[config.mk]
export PLATFORM = sky130hd
export DESIGN_NAME = irq_vec_ctl
export DESIGN_NICKNAME = d
export VERILOG_FILES = /design/src/rtl/irq_vec_ctl.sv
export SDC_FILE = /design/constraint.sdc
export NUM_CORES = 1
export LEC_CHECK = 0
export CAP_MARGIN = 40
export CORE_MARGIN = 2
export CORE_UTILIZATION = 55
export CTS_CLUSTER_SIZE = 14
export DETAILED_ROUTE_END_ITERATION = 8
export GPL_TIMING_DRIVEN = 0
export PLACE_DENSITY = 0.83
export SYNTH_ARGS = -nofsm -noshare
export SYNTH_HDL_FRONTEND = slang
export SYNTH_SLANG_ARGS = --single-unit
[constraint.sdc]
create_clock -name clk -period 5.95 [get_ports clk]
set_clock_uncertainty 0.05 [all_clocks]
set_input_delay 0.8925 -clock clk [delete_from_list [all_inputs] [get_ports clk]]
set_output_delay 0.8925 -clock clk [all_outputs]
set_load 0.01 [all_outputs]
[src/rtl/irq_vec_ctl.sv]
// irq_vec_ctl: interrupt controller for the 65C02 core.
// Up to 16 level/edge IRQ channels with fixed lowest-index priority. The block
// substitutes the IRQ vector during the $FFFE/$FFFF fetch, latches an NMI edge,
// and exposes an 8-byte register window on the CPU bus.
module irq_vec_ctl #(
  parameter int unsigned CHANNELS = 8,
  parameter logic [15:0] BASE     = 16'hFE00,
  parameter logic [7:0]  VEC_HI   = 8'hFF
) (
  input  logic                clk,
  input  logic                RST,
  input  logic [15:0]         AD,
  input  logic [7:0]          DI,
  input  logic                WE,
  output logic [7:0]          DO,
  output logic                DOE,
  input  logic [CHANNELS-1:0] irq_in,
  input  logic                nmi_in,
  output logic                IRQ,
  output logic                NMI
);

  // Bits at or above CHANNELS are never stored, so they read 0 and ignore writes.
  localparam logic [15:0] ChMask   = 16'((32'd1 << CHANNELS) - 32'd1);
  localparam logic [15:0] AddrVecL = 16'hFFFE;
  localparam logic [15:0] AddrVecH = 16'hFFFF;
  localparam logic [15:0] AddrNmiL = 16'hFFFA;

  logic [15:0] irq_pad;
  logic [15:0] irq_s1_q, irq_s2_q, irq_s3_q;
  logic        nmi_s1_q, nmi_s2_q, nmi_s3_q;

  logic [15:0] pend_q, pend_d;
  logic [15:0] en_q, en_d;
  logic [15:0] edge_q, edge_d;
  logic [7:0]  veclo_q, veclo_d;
  logic        nmi_p_q, nmi_p_d;
  logic        hit_q;

  logic        win;
  logic        wr_win;
  logic [15:0] clr;
  logic [15:0] rise;
  logic [15:0] active;
  logic        act_any;
  logic [3:0]  act_idx;
  logic [7:0]  vec_lo;
  logic [7:0]  rd_data;
  logic        nmi_rise;
  logic        nmi_clr;

  assign irq_pad = 16'(irq_in);

  // Next-state for pending/config registers, priority encode and read mux
  always_comb begin
    win    = (AD[15:3] == BASE[15:3]);
    wr_win = WE && win;

    clr = '0;
    if (wr_win && (AD[2:0] == 3'd0)) clr[7:0]  = DI;
    if (wr_win && (AD[2:0] == 3'd1)) clr[15:8] = DI;

    // Edge channels latch a rising edge (set beats clear); level channels track s2.
    rise   = irq_s2_q & ~irq_s3_q;
    pend_d = ((edge_q & ((pend_q & ~clr) | rise)) | (~edge_q & irq_s2_q)) & ChMask;

    en_d    = en_q;
    edge_d  = edge_q;
    veclo_d = veclo_q;
    if (wr_win) begin
      case (AD[2:0])
        3'd2:    en_d[7:0]    = DI;
        3'd3:    en_d[15:8]   = DI;
        3'd4:    edge_d[7:0]  = DI;
        3'd5:    edge_d[15:8] = DI;
        3'd7:    veclo_d      = {DI[7:1], 1'b0};
        default: ;
      endcase
    end
    en_d   = en_d & ChMask;
    edge_d = edge_d & ChMask;

    // Lowest enabled pending index wins; scan downwards so the last hit is lowest.
    active  = pend_q & en_q;
    act_any = |active;
    act_idx = '0;
    for (int i = 15; i >= 0; i--) begin
      if (active[i]) act_idx = 4'(i);
    end
    vec_lo = veclo_q + {3'b000, act_idx, 1'b0};

    rd_data = '0;
    unique case (AD[2:0])
      3'd0: rd_data = pend_q[7:0];
      3'd1: rd_data = pend_q[15:8];
      3'd2: rd_data = en_q[7:0];
      3'd3: rd_data = en_q[15:8];
      3'd4: rd_data = edge_q[7:0];
      3'd5: rd_data = edge_q[15:8];
      3'd6: rd_data = act_any ? {4'b0000, act_idx} : 8'h80;
      3'd7: rd_data = veclo_q;
    endcase

    nmi_rise = nmi_s2_q & ~nmi_s3_q;
    nmi_clr  = !WE && (AD == AddrNmiL);
    nmi_p_d  = (nmi_p_q & ~nmi_clr) | nmi_rise;
  end

  // Two-flop synchronisers plus a history flop for edge detection
  always_ff @(posedge clk or posedge RST) begin
    if (RST) begin
      irq_s1_q <= '0;
      irq_s2_q <= '0;
      irq_s3_q <= '0;
      nmi_s1_q <= 1'b0;
      nmi_s2_q <= 1'b0;
      nmi_s3_q <= 1'b0;
    end else begin
      irq_s1_q <= irq_pad & ChMask;
      irq_s2_q <= irq_s1_q;
      irq_s3_q <= irq_s2_q;
      nmi_s1_q <= nmi_in;
      nmi_s2_q <= nmi_s1_q;
      nmi_s3_q <= nmi_s2_q;
    end
  end

  // Pending, configuration and request registers
  always_ff @(posedge clk or posedge RST) begin
    if (RST) begin
      pend_q  <= '0;
      en_q    <= '0;
      edge_q  <= '0;
      veclo_q <= '0;
      nmi_p_q <= 1'b0;
      IRQ     <= 1'b0;
      NMI     <= 1'b0;
    end else begin
      pend_q  <= pend_d;
      en_q    <= en_d;
      edge_q  <= edge_d;
      veclo_q <= veclo_d;
      nmi_p_q <= nmi_p_d;
      IRQ     <= act_any;
      NMI     <= nmi_p_q;
    end
  end

  // Registered bus read port: register window and vector substitution
  always_ff @(posedge clk or posedge RST) begin
    if (RST) begin
      DO    <= '0;
      DOE   <= 1'b0;
      hit_q <= 1'b0;
    end else if (WE) begin
      DO  <= '0;
      DOE <= 1'b0;
    end else if (win) begin
      DO  <= rd_data;
      DOE <= 1'b1;
    end else if (AD == AddrVecL) begin
      // The high byte is constant, so only the hit decision must persist to $FFFF.
      hit_q <= act_any;
      DOE   <= act_any;
      DO    <= act_any ? vec_lo : 8'h00;
    end else if (AD == AddrVecH) begin
      DOE <= hit_q;
      DO  <= hit_q ? VEC_HI : 8'h00;
    end else begin
      DO  <= '0;
      DOE <= 1'b0;
    end
  end

endmodule

==> run metrics, run 1 <==
Max Fclk=roughly 0.31 GHz; initial DRC count=around 220; Crit path buffers/inverters=2; Slew @ Worst Pin=around 0.72 ns; CP max FO=10; share of async-settable or async-resettable flops after synthesis=1.00; grt total ovfl=0; Final Critical Period=approximately 3.2 ns; Post-synth top flop=dfrtp_1; Ys Warns=0; syn nets=~300; crit-path leading delay family=simple AND/OR/NAND/NOR gates; post_cts resized=0; min-delay src=irq_s1_q[2]; post-layout util=0.702; RD Place Congestion=0.860; vias in the first global route=2,317; CP max stage delay=between 0.5 and 0.6 ns; WHS=around 0.30 ns; Max Cap Viol=0; Wirelength per Cell=about 17 um; Ant. Diodes=0; Peak VDD IR=approximately 230 uV; core footprint=0.00544 mm2; clock sink count=71; Power Density=approximately 250 mW/mm2; endpoint type of the worst setup path=flop; # rows=27; Critical Path RT=6.13 ns; commonest non-fill, non-tap cells in the layout=71 x dfrtp_1, 44 x clkdlybuf4s50_1, 31 x nand2_1, 16 x mux2_2; fin. max-slew vios=0; # nets final=about 360; Worst R2R Start=pend_q[0]; Root Driver=clkbuf_8; Die W=about 80 um; CTS Buffer Depth=2; Initial Utilization=0.565; PortBufs=44; all-layer global routing usage=0.237; clk_lat worst skew=around 0.35 ns; commonest non-fill, non-tap cell in the layout=dfrtp_1; 1st-pass router iterations=5; Post-CTS Hold Fix Bufs=0; worst-path cell chain=clkdlybuf4s50_1 > or4_4 > nor4_2 > buf_2 > nand4_1 > mux2_2; DRC=0; layout cells sized above 1=0.147; crit path launch=AD[5]; library cells used by synthesis=47; Final Hold Vio Count=0; Mapped Area=~0.0031 mm2; Cells after Synth=260; Final period util=0.538; post-DP HPWL=between 4000 and 5000 um; Fillers=384; initial antenna violation count=0; IO Count=47; Slew HR=0.516; total die area=between 0.006 and 0.007 mm2; largest net degree at the start of global routing=42; Area growth syn-to-layout=24.4%; Worst Hold Class=reg2reg; DRT antenna net count=0; register bit total from synthesis=between 70 and 80; clock slew at reported path FFs=approximately 0.060 ns; Critical Path Slowest Stage Cell=or4_4; total number of vias=roughly 2,300; CTS tree=built; EDFF count, synth=0; synthesized area per cell=about 12 um2; status=complete, no violations; TNS Setup=0 ns; Seq/Total Area, Yosys=0.578; kind of critical path=in2reg; total CTS buffers=9; Leakage Power=1.70 nW; routed wire length=between 6000 and 7000 um; postcts setup bufs=0; Chip Height=between 70 and 80 um; first-pass GRT wire length=11,100 um; final setup fails=0; CTS H-tree lvls=3; Setup crit start kind=primary input; RSZ-0062 raised after global routing=false; vias per cell=about 5.9; Worst Path Arrival=3.38 ns
report_power, final:
| group | switching [mW] | internal (mW) |
|---|---|---|
| clock | 0.168 | 0.214 |
| sequential | 0.00789 | 0.495 |
| combinational | 0.0273 | 0.0282 |
Yosys cell counts (5+ instances only):
cell,instances,area [um2]
nor2_1,13,48.8
a21oi_1,12,60.1
mux2_4,8,120
clkbuf_1,5,18.8
inv_1,13,48.8
a32o_1,9,90.1
nand4_1,5,31.3
mux2_2,16,180
o21ai_0,13,65.1
nand2_1,31,116
dfrtp_1,71,1780
metal layers:
layer | up-vias | share of wire | track usage
li1 | 1068 | - | -
met1 | 1126 | 0.43 | 0.309
met2 | 84 | 0.48 | 0.375
met3 | 16 | 0.062 | 0.0636
met4 | 0 | 0.026 | 0.102
met5 | - | 0 | 0
cell type report:
type	instances	area, um2	area share
Buffer	8	36.3	0.00950
Clock buffer	12	155	0.0406
Clock inverter	3	42.5	0.0111
Inverter	13	48.8	0.0128
Multi-Input combinational cell	168	1210	0.317
Sequential cell	71	1780	0.465
Tap cell	72	90.1	0.0236
Timing Repair Buffer	45	460	0.121
through the flow:
step | setup WS (ns) | area (um2) | cells | total power, mW
floorplan | 3.07 | 3070 | 260 | 0.531
global placement | 2.19 | 3600 | 376 | 0.563
detailed placement | 2.36 | 3620 | 377 | 0.567
CTS | 2.73 | 3820 | 392 | 0.946
global route | 2.60 | 3820 | 392 | 0.979
finish | 2.75 | 3820 | 392 | 0.939
worst paths after layout:
kind	end	slack, ns	cells after the start
max	en_q[2]	2.75	6
max in group asynchronous	DO[2]	4.32	3
min reg2reg	irq_s2_q[2]	0.30	0
max reg2reg	DO[7]	3.01	12
min in group asynchronous	irq_s1_q[6]	0.90	2
min	irq_s2_q[2]	0.30	0
flip-flops by register name, indices dropped and copies added (netlist names):
name / flops
hit_q: 1
pend_q: 8
veclo_q: 7
en_q: 8
nmi_s2_q: 1
irq_s2_q: 8
irq_s1_q: 8
edge_q: 8
DOE: 1
irq_s3_q: 8
nmi_s3_q: 1
NMI: 1
DO: 8
nmi_s1_q: 1
nmi_p_q: 1
IRQ: 1
cells by family (layout without fill, tap and decap cells):
group	after synthesis	count (layout)	synth area share
adders and majority gates	4	4	0.0179
DFF	71	71	0.578
and+or+nand+nor	70	70	0.111
AOI/OAI and AO/OA	67	67	0.158
muxes	24	24	0.0978
xor gates and xnor gates	3	3	0.00856
buffers and inverters	21	81	0.0277
worst reg2reg max path: stages (launching register included):
cell and delay, ns:
dfrtp_1 0.44, a22o_1 0.20, o22ai_1 0.08, a21oi_1 0.19
inv_1 0.07, ha_1 0.21, fa_1 0.38, nor2_1 0.14
a2111oi_0 0.11, or2_2 0.34, a41oi_1 0.23, o21ai_0 0.12
a221oi_1 0.28
(Power assumes the default switching activity.)
==> run 2, diff against run 1 <==
--- a/config.mk
+++ b/config.mk
@@ -7,11 +7,11 @@
 export LEC_CHECK = 0
 export CAP_MARGIN = 40
 export CORE_MARGIN = 2
-export CORE_UTILIZATION = 55
+export CORE_UTILIZATION = 53
 export CTS_CLUSTER_SIZE = 14
 export DETAILED_ROUTE_END_ITERATION = 8
 export GPL_TIMING_DRIVEN = 0
-export PLACE_DENSITY = 0.83
+export PLACE_DENSITY = 0.81
 export SYNTH_ARGS = -nofsm -noshare
 export SYNTH_HDL_FRONTEND = slang
 export SYNTH_SLANG_ARGS = --single-unit
==> constraint.sdc (replaced) <==
create_clock -name clk -period 3 [get_ports clk]
set_clock_uncertainty 0.05 [all_clocks]
set_input_delay 0.45 -clock clk [delete_from_list [all_inputs] [get_ports clk]]
set_output_delay 0.45 -clock clk [all_outputs]
set_load 0.01 [all_outputs]
==> run 2 against run 1 <==
Core utilization shrank 1.4 points; critical path type is now reg2reg; sequential share of layout area grew 0.16 points; clock power grew 78%; count of clock-buffer cells in the layout shrank 1; worst setup slack lost 2.6 ns; sequential power grew 98%.
==> run metrics, run 2 (synthesized netlist as in run 1, its figures left out) <==
first-pass GRT wire length=around 11,000 um; Worst Hold Class=reg2reg; Crit path buffers/inverters=1; # nets final=about 360; Slew @ Worst Pin=0.911 ns; total die area=0.00642 mm2; commonest non-fill, non-tap cell in the layout=dfrtp_1; grt total ovfl=0; CP max FO=4; 1st-pass router iterations=5; endpoint type of the worst setup path=flop; PortBufs=44; Post-CTS Hold Fix Bufs=0; post-DP HPWL=a little under 5000 um; layout cells sized above 1=0.154; initial DRC count=between 200 and 250; worst-path cell chain=nand2_1 > a32o_1 > a21oi_2 > inv_1 > ha_1 > fa_1 > nor2_1 > a2111oi_1 > or2_2 > a41oi_1 > o21ai_0 > a221oi_1; largest net degree at the start of global routing=53; Power Density=around 470 mW/mm2; final setup fails=0; Setup crit start kind=flop; clock slew at reported path FFs=0.07 ns; switching power=between 0.3 and 0.4 mW; initial antenna violation count=0; Max Fclk=between 0.3 and 0.4 GHz; pre-CTS setup slack=-0.148 ns; kind of critical path=reg2reg; Final Critical Period=between 2 and 3 ns; Final period util=0.951; Ant. Diodes=0; vias in the first global route=2,200; core footprint=between 0.005 and 0.006 mm2; Slew HR=0.390; vias per cell=5.94; total number of vias=approximately 2,300; CTS H-tree lvls=3; final worst slack=0.147 ns; clock share of power=0.380; Fillers=around 430; Die W=80.1 um; total CTS buffers=9; Final Hold Vio Count=0; Critical Path Slowest Stage Cell=dfrtp_1; clock sink count=71; Gate power share=0.064; TNS Setup=0 ns; CTS Buffer Depth=2; clk_lat worst skew=0.34 ns; Initial Utilization=0.554; DRT antenna net count=0; multi-input logic area=~0.0012 mm2; power share of the sequential group=0.557; commonest non-fill, non-tap cells in the layout=68 x dfrtp_1, 44 x clkdlybuf4s50_1, 31 x nand2_1, 16 x mux2_2; Worst Path Arrival=around 3.0 ns; all-layer global routing usage=0.238; Critical Path RT=approximately 3.2 ns; Area growth syn-to-layout=24.2%; post-layout util=0.689; crit-path leading delay family=compound AO/OA/AOI/OAI gates; Wirelength per Cell=around 17 um; Max Cap Viol=0; DRC=0; Pint=1.41 mW; Chip Height=~80 um; Peak VDD IR=slightly below 400 uV; # rows=27; IO Count=47; sequential standard cell area=~0.0018 mm2; CTS tree=built; routed wire length=6840 um; Root Driver=clkbuf_8; RD Place Congestion=roughly 0.92; RSZ-0062 raised after global routing=true; Sw Share=0.213; Leakage Power=roughly 1.7 nW; status=complete, no violations; CP max stage delay=0.39 ns; fin. max-slew vios=0
-- run 2: layout make-up --
class | instances | share of cell area
Multi-Input combinational cell | 168 | 0.318
Tap cell | 72 | 0.0236
Inverter | 13 | 0.0134
Clock inverter | 2 | 0.00918
Timing Repair Buffer | 46 | 0.125
Buffer | 8 | 0.00951
Clock buffer | 11 | 0.0344
Sequential cell | 71 | 0.467
-- run 2: power by group through the flow --
stage | Sequential, mW | Combinational [mW] | Clock, mW
2_1_floorplan | 1.01 | 0.0449 | 0
3_3_place_gp | 1.01 | 0.107 | 0
3_5_place_dp | 1.01 | 0.115 | 0
4_1_cts | 0.996 | 0.115 | 0.700
5_1_grt | 0.998 | 0.126 | 0.746
6_report | 0.997 | 0.114 | 0.680
-- run 2: worst paths after layout --
kind,start,to,slack (ns),cells after the start
max in group asynchronous,RST,pend_q[2],2.01,3
worst min register to register,irq_s1_q[4],irq_s2_q[4],0.30,0
min in group asynchronous,RST,edge_q[5],0.36,2
worst max-delay path,pend_q[6],DO[7],0.15,12
worst min-delay path,irq_s1_q[4],irq_s2_q[4],0.30,0
worst max register to register,pend_q[6],DO[7],0.15,12
-- run 2: what timing repair did --
item	4_1_cts	5_1_grt
setup endpoints to repair	0	2
resized for setup	0	5
endpoints found under the hold margin	0	0
setup buffers	0	1
-- run 2: metrics by stage --
stage	cell area (um2)	total power, mW	hold slack, ns	std cells
2_1_floorplan	3070	1.05	0.281	260
3_3_place_gp	3600	1.12	0.282	376
3_5_place_dp	3630	1.13	0.285	377
4_1_cts	3800	1.81	0.300	390
5_1_grt	3810	1.87	0.306	391
6_report	3810	1.79	0.300	391
-- run 2: layer usage --
| layer | GRT usage | part of all wire | up-vias |
|---|---|---|---|
| met3 | 0.0685 | 0.076 | 24 |
| met2 | 0.363 | 0.46 | 107 |
| met4 | 0.105 | 0.036 | 0 |
| met5 | 0 | 0 | - |
| li1 | - | - | 1070 |
| met1 | 0.319 | 0.43 | 1122 |
